$ cat src/rtl/a2d_rr_scheduler.sv
// Round-robin sequencer sharing one SPI A2D across lft/rght/steer/batt channels.
// Optional A2D_AVG_EN: captured value is the average of the previous and new sample.
module a2d_rr_scheduler #(
    parameter logic [2:0] CH_LFT       = 3'd0,
    parameter logic [2:0] CH_RGHT      = 3'd4,
    parameter logic [2:0] CH_STEER     = 3'd5,
    parameter logic [2:0] CH_BATT      = 3'd6,
    parameter int         SETTLE_CLKS  = 8,
    parameter int         TIMEOUT_CLKS = 4096
) (
    input  logic        clk,
    input  logic        rst_n,
    input  logic        nxt,
    output logic        wrt,
    output logic [15:0] cmd,
    input  logic        done,
    input  logic [15:0] rd_data,
    output logic [11:0] ld_cell_lft,
    output logic [11:0] ld_cell_rght,
    output logic [11:0] steer_pot,
    output logic [11:0] batt,
    output logic [1:0]  rr_ptr,
    output logic        busy,
    output logic        err
);
    localparam int GW = (SETTLE_CLKS > 1) ? $clog2(SETTLE_CLKS) : 1;
    localparam int TW = $clog2(TIMEOUT_CLKS);

    typedef enum logic [1:0] {IDLE, SEL, GAP, RD} state_t;

    state_t        state, state_nxt;
    logic [GW-1:0] gap_cnt;
    logic [TW-1:0] tmo_cnt;
    logic          gap_zero, tmo_hit;
    logic          start_sel, start_rd, capture, abort;
    logic [2:0]    ch_code;
    logic [11:0]   cur_res, new_res;
    logic [3:0]    unused_rd_hi;

    assign unused_rd_hi = rd_data[15:12];
    assign gap_zero     = (gap_cnt == '0);
    assign tmo_hit      = (tmo_cnt == TW'(TIMEOUT_CLKS - 1));

    always_ff @(posedge clk) begin
        if (!rst_n) state <= IDLE;
        else        state <= state_nxt;
    end

    always_comb begin
        state_nxt = state;
        case (state)
            IDLE: if (nxt) state_nxt = SEL;
            SEL:  if (done) state_nxt = GAP;
                  else if (tmo_hit) state_nxt = IDLE;
            GAP:  if (gap_zero) state_nxt = RD;
            RD:   if (done || tmo_hit) state_nxt = IDLE;
            default: state_nxt = IDLE;
        endcase
    end

    always_comb begin
        start_sel = (state == IDLE) && nxt;
        start_rd  = (state == GAP) && gap_zero;
        capture   = (state == RD) && done;
        abort     = ((state == SEL) || (state == RD)) && !done && tmo_hit;
    end

    always_comb begin
        ch_code = CH_LFT;
        cur_res = ld_cell_lft;
        case (rr_ptr)
            2'd0: begin ch_code = CH_LFT;   cur_res = ld_cell_lft;  end
            2'd1: begin ch_code = CH_RGHT;  cur_res = ld_cell_rght; end
            2'd2: begin ch_code = CH_STEER; cur_res = steer_pot;    end
            2'd3: begin ch_code = CH_BATT;  cur_res = batt;         end
            default: ;
        endcase
    end

`ifdef A2D_AVG_EN
    logic [12:0] avg_sum;
    assign avg_sum = {1'b0, cur_res} + {1'b0, rd_data[11:0]};
    assign new_res = avg_sum[12:1];
`else
    logic [11:0] unused_cur;
    assign unused_cur = cur_res;
    assign new_res    = rd_data[11:0];
`endif

    always_ff @(posedge clk) begin
        if (!rst_n) begin
            wrt          <= 1'b0;
            cmd          <= 16'h0000;
            busy         <= 1'b0;
            err          <= 1'b0;
            rr_ptr       <= 2'd0;
            gap_cnt      <= '0;
            tmo_cnt      <= '0;
            ld_cell_lft  <= 12'h000;
            ld_cell_rght <= 12'h000;
            steer_pot    <= 12'h000;
            batt         <= 12'h000;
        end else begin
            wrt <= start_sel | start_rd;
            if (start_sel) begin
                cmd  <= {2'b00, ch_code, 11'h000};
                busy <= 1'b1;
            end
            // Timeout window restarts with every transaction launch
            if (start_sel || start_rd)
                tmo_cnt <= '0;
            else if ((state == SEL) || (state == RD))
                tmo_cnt <= tmo_cnt + TW'(1);
            // Loaded with SETTLE-1 so the read launches after exactly SETTLE idle clocks
            if ((state == SEL) && done)
                gap_cnt <= GW'(SETTLE_CLKS - 1);
            else if ((state == GAP) && !gap_zero)
                gap_cnt <= gap_cnt - GW'(1);
            if (capture || abort) begin
                busy   <= 1'b0;
                rr_ptr <= rr_ptr + 2'd1;
            end
            if (abort) err <= 1'b1;
            if (capture) begin
                case (rr_ptr)
                    2'd0: ld_cell_lft  <= new_res;
                    2'd1: ld_cell_rght <= new_res;
                    2'd2: steer_pot    <= new_res;
                    2'd3: batt         <= new_res;
                    default: ;
                endcase
            end
        end
    end
endmodule
$ cat config.mk
export PLATFORM = sky130hd
export DESIGN_NAME = a2d_rr_scheduler
export DESIGN_NICKNAME = d
export VERILOG_FILES = /design/src/rtl/a2d_rr_scheduler.sv
export SDC_FILE = /design/constraint.sdc
export NUM_CORES = 1
export LEC_CHECK = 0
export ABC_AREA = 1
export BUFFER_PORTS_ARGS = -buffer_cell sky130_fd_sc_hd__buf_2
export CAP_MARGIN = 20
export CELL_PAD_IN_SITES_DETAIL_PLACEMENT = 0
export CELL_PAD_IN_SITES_GLOBAL_PLACEMENT = 1
export CORE_UTILIZATION = 37
export DETAILED_ROUTE_END_ITERATION = 12
export GPL_TIMING_DRIVEN = 0
export PLACE_DENSITY = 0.76
export SYNTH_ARGS = -nofsm -noshare
export SYNTH_HDL_FRONTEND = slang
export SYNTH_SLANG_ARGS = --single-unit
$ cat constraint.sdc
create_clock -name clk -period 1.4 [get_ports clk]
set_input_delay 0.14 -clock clk [delete_from_list [all_inputs] [get_ports clk]]
set_output_delay 0.14 -clock clk [all_outputs]
set_load 0.02 [all_outputs]
Word-level counts from Yosys, hierarchy flattened
Index checks and enable logic that the tools add are counted.
- bits in registers: 73
- output and inout port bits: 69
- logic and storage cells: 61
- add/sub/neg operators: 3
- equal/unequal tests: 11
- multiplexer cells: 9
- bitwise operators: 2
- reductions and logical operators: 24
- operator list (cell ; count):
    $add 12x1->12 const B ; 1
    $eq 12x12->1 const B ; 1
    $pmux 3 s4 ; 1
    $mux 2 ; 5
    $eq 2x2->1 const B ; 4
    $pmux 2 s4 ; 1
    $reduce_and 2->1 ; 4
    $logic_and 1x1->1 ; 7
    $mux 3 ; 2
    $ne 2x2->1 const B ; 3
    $eq 2x1->1 const B ; 2
    $logic_not 2->1 ; 2
    $logic_or 1x1->1 ; 4
    $reduce_and 4->1 ; 1
    $reduce_or 2->1 ; 2
    $logic_not 3->1 ; 1
    $ne 3x3->1 const B ; 1
    $sub 3x1->3 const B ; 1
    $add 2x1->2 const B ; 1
    $logic_not 1->1 ; 2
    $reduce_bool 2->1 ; 1
    $not 1->1 ; 1
    $or 1x1->1 ; 1

Longest topological paths before layout
- depth in word-level cells: 6
- gate-level depth with buffers: 9
- gate-level depth less buffers: 8

Worst setup path after synthesis
OpenSTA, ideal clock, no wires.
- kind: register to register
- start point: register rr_ptr[0]
- end point: register steer_pot[10]
- library setup time: 0.116 ns
- data arrival time: 1.222 ns
- data required time: 1.284 ns
- setup slack: 0.063 ns
- stages on the path, launching flop included: 8
- buffers on the path: 1
- cells stage by stage: dfxtp_1 inv_1 ha_1 nand2_4 inv_2 buf_6 nor2_1 nor2_1
- cells in the longest elaborated chain, start to end: 2
- RTL lines (element ; line ; source):
    start, declared ; 22 ; output logic [1:0] rr_ptr,
    start signal, assigned ; 121 ; rr_ptr <= rr_ptr + 2'd1;
    $eq 2x2->1 ; 125 ; case (rr_ptr)
    $reduce_and 2->1 (no line) ; - ;
    end signal, assigned ; 128 ; 2'd2: steer_pot <= new_res;
    end, declared ; 20 ; output logic [11:0] steer_pot,
Every way passes these cells.
A chain may end at the register's enable or synchronous reset.

Worst setup path after layout
- start point: register tmo_cnt[0]
- end point: register rr_ptr[0]
- cells in the longest elaborated chain, start to end: 3
- RTL lines (element ; line ; source):
    start, declared ; 33 ; logic [TW-1:0] tmo_cnt;
    start signal, assigned ; 113 ; tmo_cnt <= tmo_cnt + TW'(1);
    $eq 12x12->1 ; 42 ; assign tmo_hit = (tmo_cnt == TW'(TIMEOUT_CLKS - 1));
    $logic_and 1x1->1 ; 65 ; abort = ((state == SEL) || (state == RD)) && !done && tmo_hit;
    $logic_or 1x1->1 ; 119 ; if (capture || abort) begin
Every way passes these cells.

==> metrics.md <==
| Metric | Value |
|---|---|
| Status | finished, final reports clean |
| Initial antenna violation count | 0 |
| Mapped Area | 3060 sq um |
| Syn Area/Cell | 7.90 sq um |
| Leakage | 0.00177 uW |
| Vias in the first global route | 2350 |
| Fmax | 768 MHz |
| Final Core Density | 0.491 |
| Multi-input logic area | 1350 sq um |
| Yosys warns | 0 |
| Post-Synth XOR/XNOR Area | 0.00573 |
| Synth unique cells | 31 |
| Gr usage total | 0.161 |
| Crit Path Category | reg -> reg |
| CP dominant cell by count | nor2_1 |
| Min-Delay Path Class | in -> reg |
| Worst skew pair latency | 0.34 ns |
| Hpwl dp | 5220 um |
| Post-synthesis adder-cell area fraction | 0.0327 |
| Final ANT Viol Nets | 0 |
| Clock transition at path regs | 0.09 ns |
| Htree depth | 3 |
| First-pass GRT wire length | 10800 um |
| Post-route DRC | 0 |
| Worst vdd ir | 0.670 mV |
| Initial core utilization | 0.390 |
| Tcrit/Tclk final | 0.930 |
| WL final | 6670 um |
| CP endpoint kind | register |
| Total core area | 7850 sq um |
| Post-synthesis sequential area ratio | 0.478 |
| Vias/cell | 4.47 |
| DR vias | 2647 |
| Power Total | 4090 uW |
| Final Hold Fails | 0 |
| CTS sink count | 73 |
| Max incr delay on CP | 0.37 ns |
| Placer's final routability congestion estimate | 0.757 |
| Share of post-route cells with drive strength above 1 | 0.300 |
| #FFs+latches synth | 73 |
| Post-Syn Instances | 387 |
| Crit path time final | 1.30 ns |
| Hold buffer count at cts | 0 |
| Routed WL per cell | 11.3 um |
| Largest family of logic cells by synthesized area | simple AND/OR/NAND/NOR gates |
| Diode count | 0 |
| Finish-stage setup viols | 0 |
| CP Buf/Inv Count | 1 |
| I/O Buffers | 70 |
| Max Slew Vio Count | 0 |
| CTS tree | yes |
| Initial detailed-routing violation count | 75 |
| Sequential cell area | 1470 sq um |
| Largest net degree at the start of global routing | 16 |
| Initial DRT Pass Iterations | 4 |
| Filler cell count in the final layout | 841 |
| Cell Chain, Critical Path | ha_4, nand2_1, nor2_4, nand4_1, nand2_2, inv_1, nor2_1, nor2_1 |
| Congestion Overflow GR | 0 |
| I/O pins | 89 |
| Area growth syn-to-layout | 25.9% |
| Crit path max-delay cell type | dfxtp_2 |
| Pwr/cell area | 1060 nW/um^2 |
| Crit-path max FO | 4 |
| Worst EP arrival | 1.54 ns |
| Compound-Gate Fraction of Synth Area | 0.128 |
| CP Launch Type | register |
| Critical path required time | 1.63 ns |
| Synth Area in Simple Gates | 0.248 |
| Die ar. | 8630 sq um |
| Number of buffers created by CTS | 9 |
| Mux contribution to synthesized area | 0 |
| Die width | 92.9 um |
| Skew final | 0.00891 ns |
| Chip height | 92.9 um |
| Clk root buf | clkbuf_8 |
| Max Buffers Root-to-Sink | 2 |
| Row cnt | 32 |
| Top Family by Delay on Critical Path | simple AND/OR/NAND/NOR gates |
| Max Cap Viol | 0 |
| NumNets Final | 513 |
power breakdown:
group | internal, uW | total [uW] | switching (uW)
clock | 680 | 1560 | 882
combinational | 146 | 393 | 246
sequential | 2110 | 2130 | 20.7
final cells by class:
class,count,area share
timing repair buffer,75,0.101
clock buffer,9,0.0322
inverter,28,0.0286
multi-input combinational,270,0.352
tap,102,0.0331
buffer,28,0.0562
sequential,73,0.381
clock inverter,7,0.0166
cells in the final DEF (no fill, tap or decap), types with 2 or more instances in the layout:
cell and n:
nor3_1 4, nand4_1 2, nand2_2 4, ha_1 6
dfxtp_2 4, ha_4 2, nor3b_2 2, o21ai_0 41
nor2_1 115, conb_1 13, inv_1 20, nand3_2 2
nand2_1 24, nor2_4 2, clkinv_4 2, buf_4 18
clkinvlp_4 2, inv_4 2, o21ai_1 19, clkbuf_8 9
inv_2 6, nor2_2 2, nand3_1 6, nand2_4 3
inv_8 2, buf_6 8, dfxtp_1 69, clkbuf_1 5
buf_2 72, xor2_1 2, a21oi_1 14
final timing paths:
check	start	to	slack [ns]	cells past startpoint
setup / recovery	tmo_cnt[0]	rr_ptr[0]	0.1	8
hold / removal	rd_data[10]	ld_cell_rght[10]	0.08	3
setup reg to reg	tmo_cnt[0]	rr_ptr[0]	0.1	8
hold reg to reg	err	err	0.45	2
kinds of logic after synthesis:
family | count (synthesis)
simple gates | 171
other cells | 1
flops | 73
xor+xnor | 2
fa+ha+maj | 8
buf+inv | 56
compound gates | 76
per-stage QoR:
stage | setup slack, ns | cell area [sq um] | std cells | hold WS (ns) | setup TNS, ns
2_1_floorplan | 0.0626 | 3100 | 399 | 0.285 | 0
6_report | 0.0980 | 3850 | 592 | 0.0763 | 0
3_3_place_gp | -0.0342 | 3580 | 571 | 0.436 | -0.0612
4_1_cts | 0.00141 | 3790 | 589 | 0.0635 | 0
5_1_grt | -0.0413 | 3850 | 592 | 0.0742 | -0.0782
3_5_place_dp | -0.0619 | 3580 | 571 | 0.437 | -0.135
sequential cells by signal, indices dropped and copies added (netlist names), named ones only:
signal        count
err               1
steer_pot        12
busy              1
ld_cell_lft      12
batt             12
state             1
ld_cell_rght     12
tmo_cnt          12
wrt               1
cmd               3
gap_cnt           3
rr_ptr            2
worst min-delay path: cells and delay by family:
| kind | cells | cell delay [ns] |
|---|---|---|
| simple gates | 1 | 0.07 |
| compound gates | 1 | 0.07 |
| buf+inv | 1 | 0.11 |
what timing repair did:
action                     in CTS  in global routing
setup endpoints to repair       5                 29
pin swaps                       2                  3
buffers inserted                2                  3
resized for setup               2                 10
metal layers:
metal | part of all wire | GRT usage | vias up
met5 | 0 | 0 | -
met3 | 0.055 | 0.0386 | 2
met1 | 0.49 | 0.215 | 1173
met4 | 0.0066 | 0.0744 | 0
met2 | 0.45 | 0.244 | 66
li1 | - | - | 1406
Yosys cell counts:
library cell	number	area (sq um)
nor2_1	116	435
dfxtp_1	73	1460
o21ai_0	41	205
nand2_1	25	93.8
inv_1	20	75.1
o21ai_1	20	100
a21oi_1	14	70.1
buf_4	13	97.6
buf_6	8	90.1
ha_1	8	100
inv_2	6	22.5
nand3_1	6	30.0
clkbuf_1	5	18.8
nor3_1	4	20.0
nand2_2	3	18.8
nand2_4	3	33.8
buf_2	2	10.0
inv_4	2	12.5
nand3_2	2	20.0
nand4_1	2	12.5
nor2_2	2	12.5
nor3b_2	2	25.0
xor2_1	2	17.5
a21oi_4	1	16.3
conb_1	1	3.75
nand3b_1	1	7.51
nand4_2	1	12.5
nor2_4	1	11.3
nor3_2	1	10.0
nor3b_1	1	7.51
or2_0	1	6.26
No activity file was read; power rests on OpenSTA's default activity.
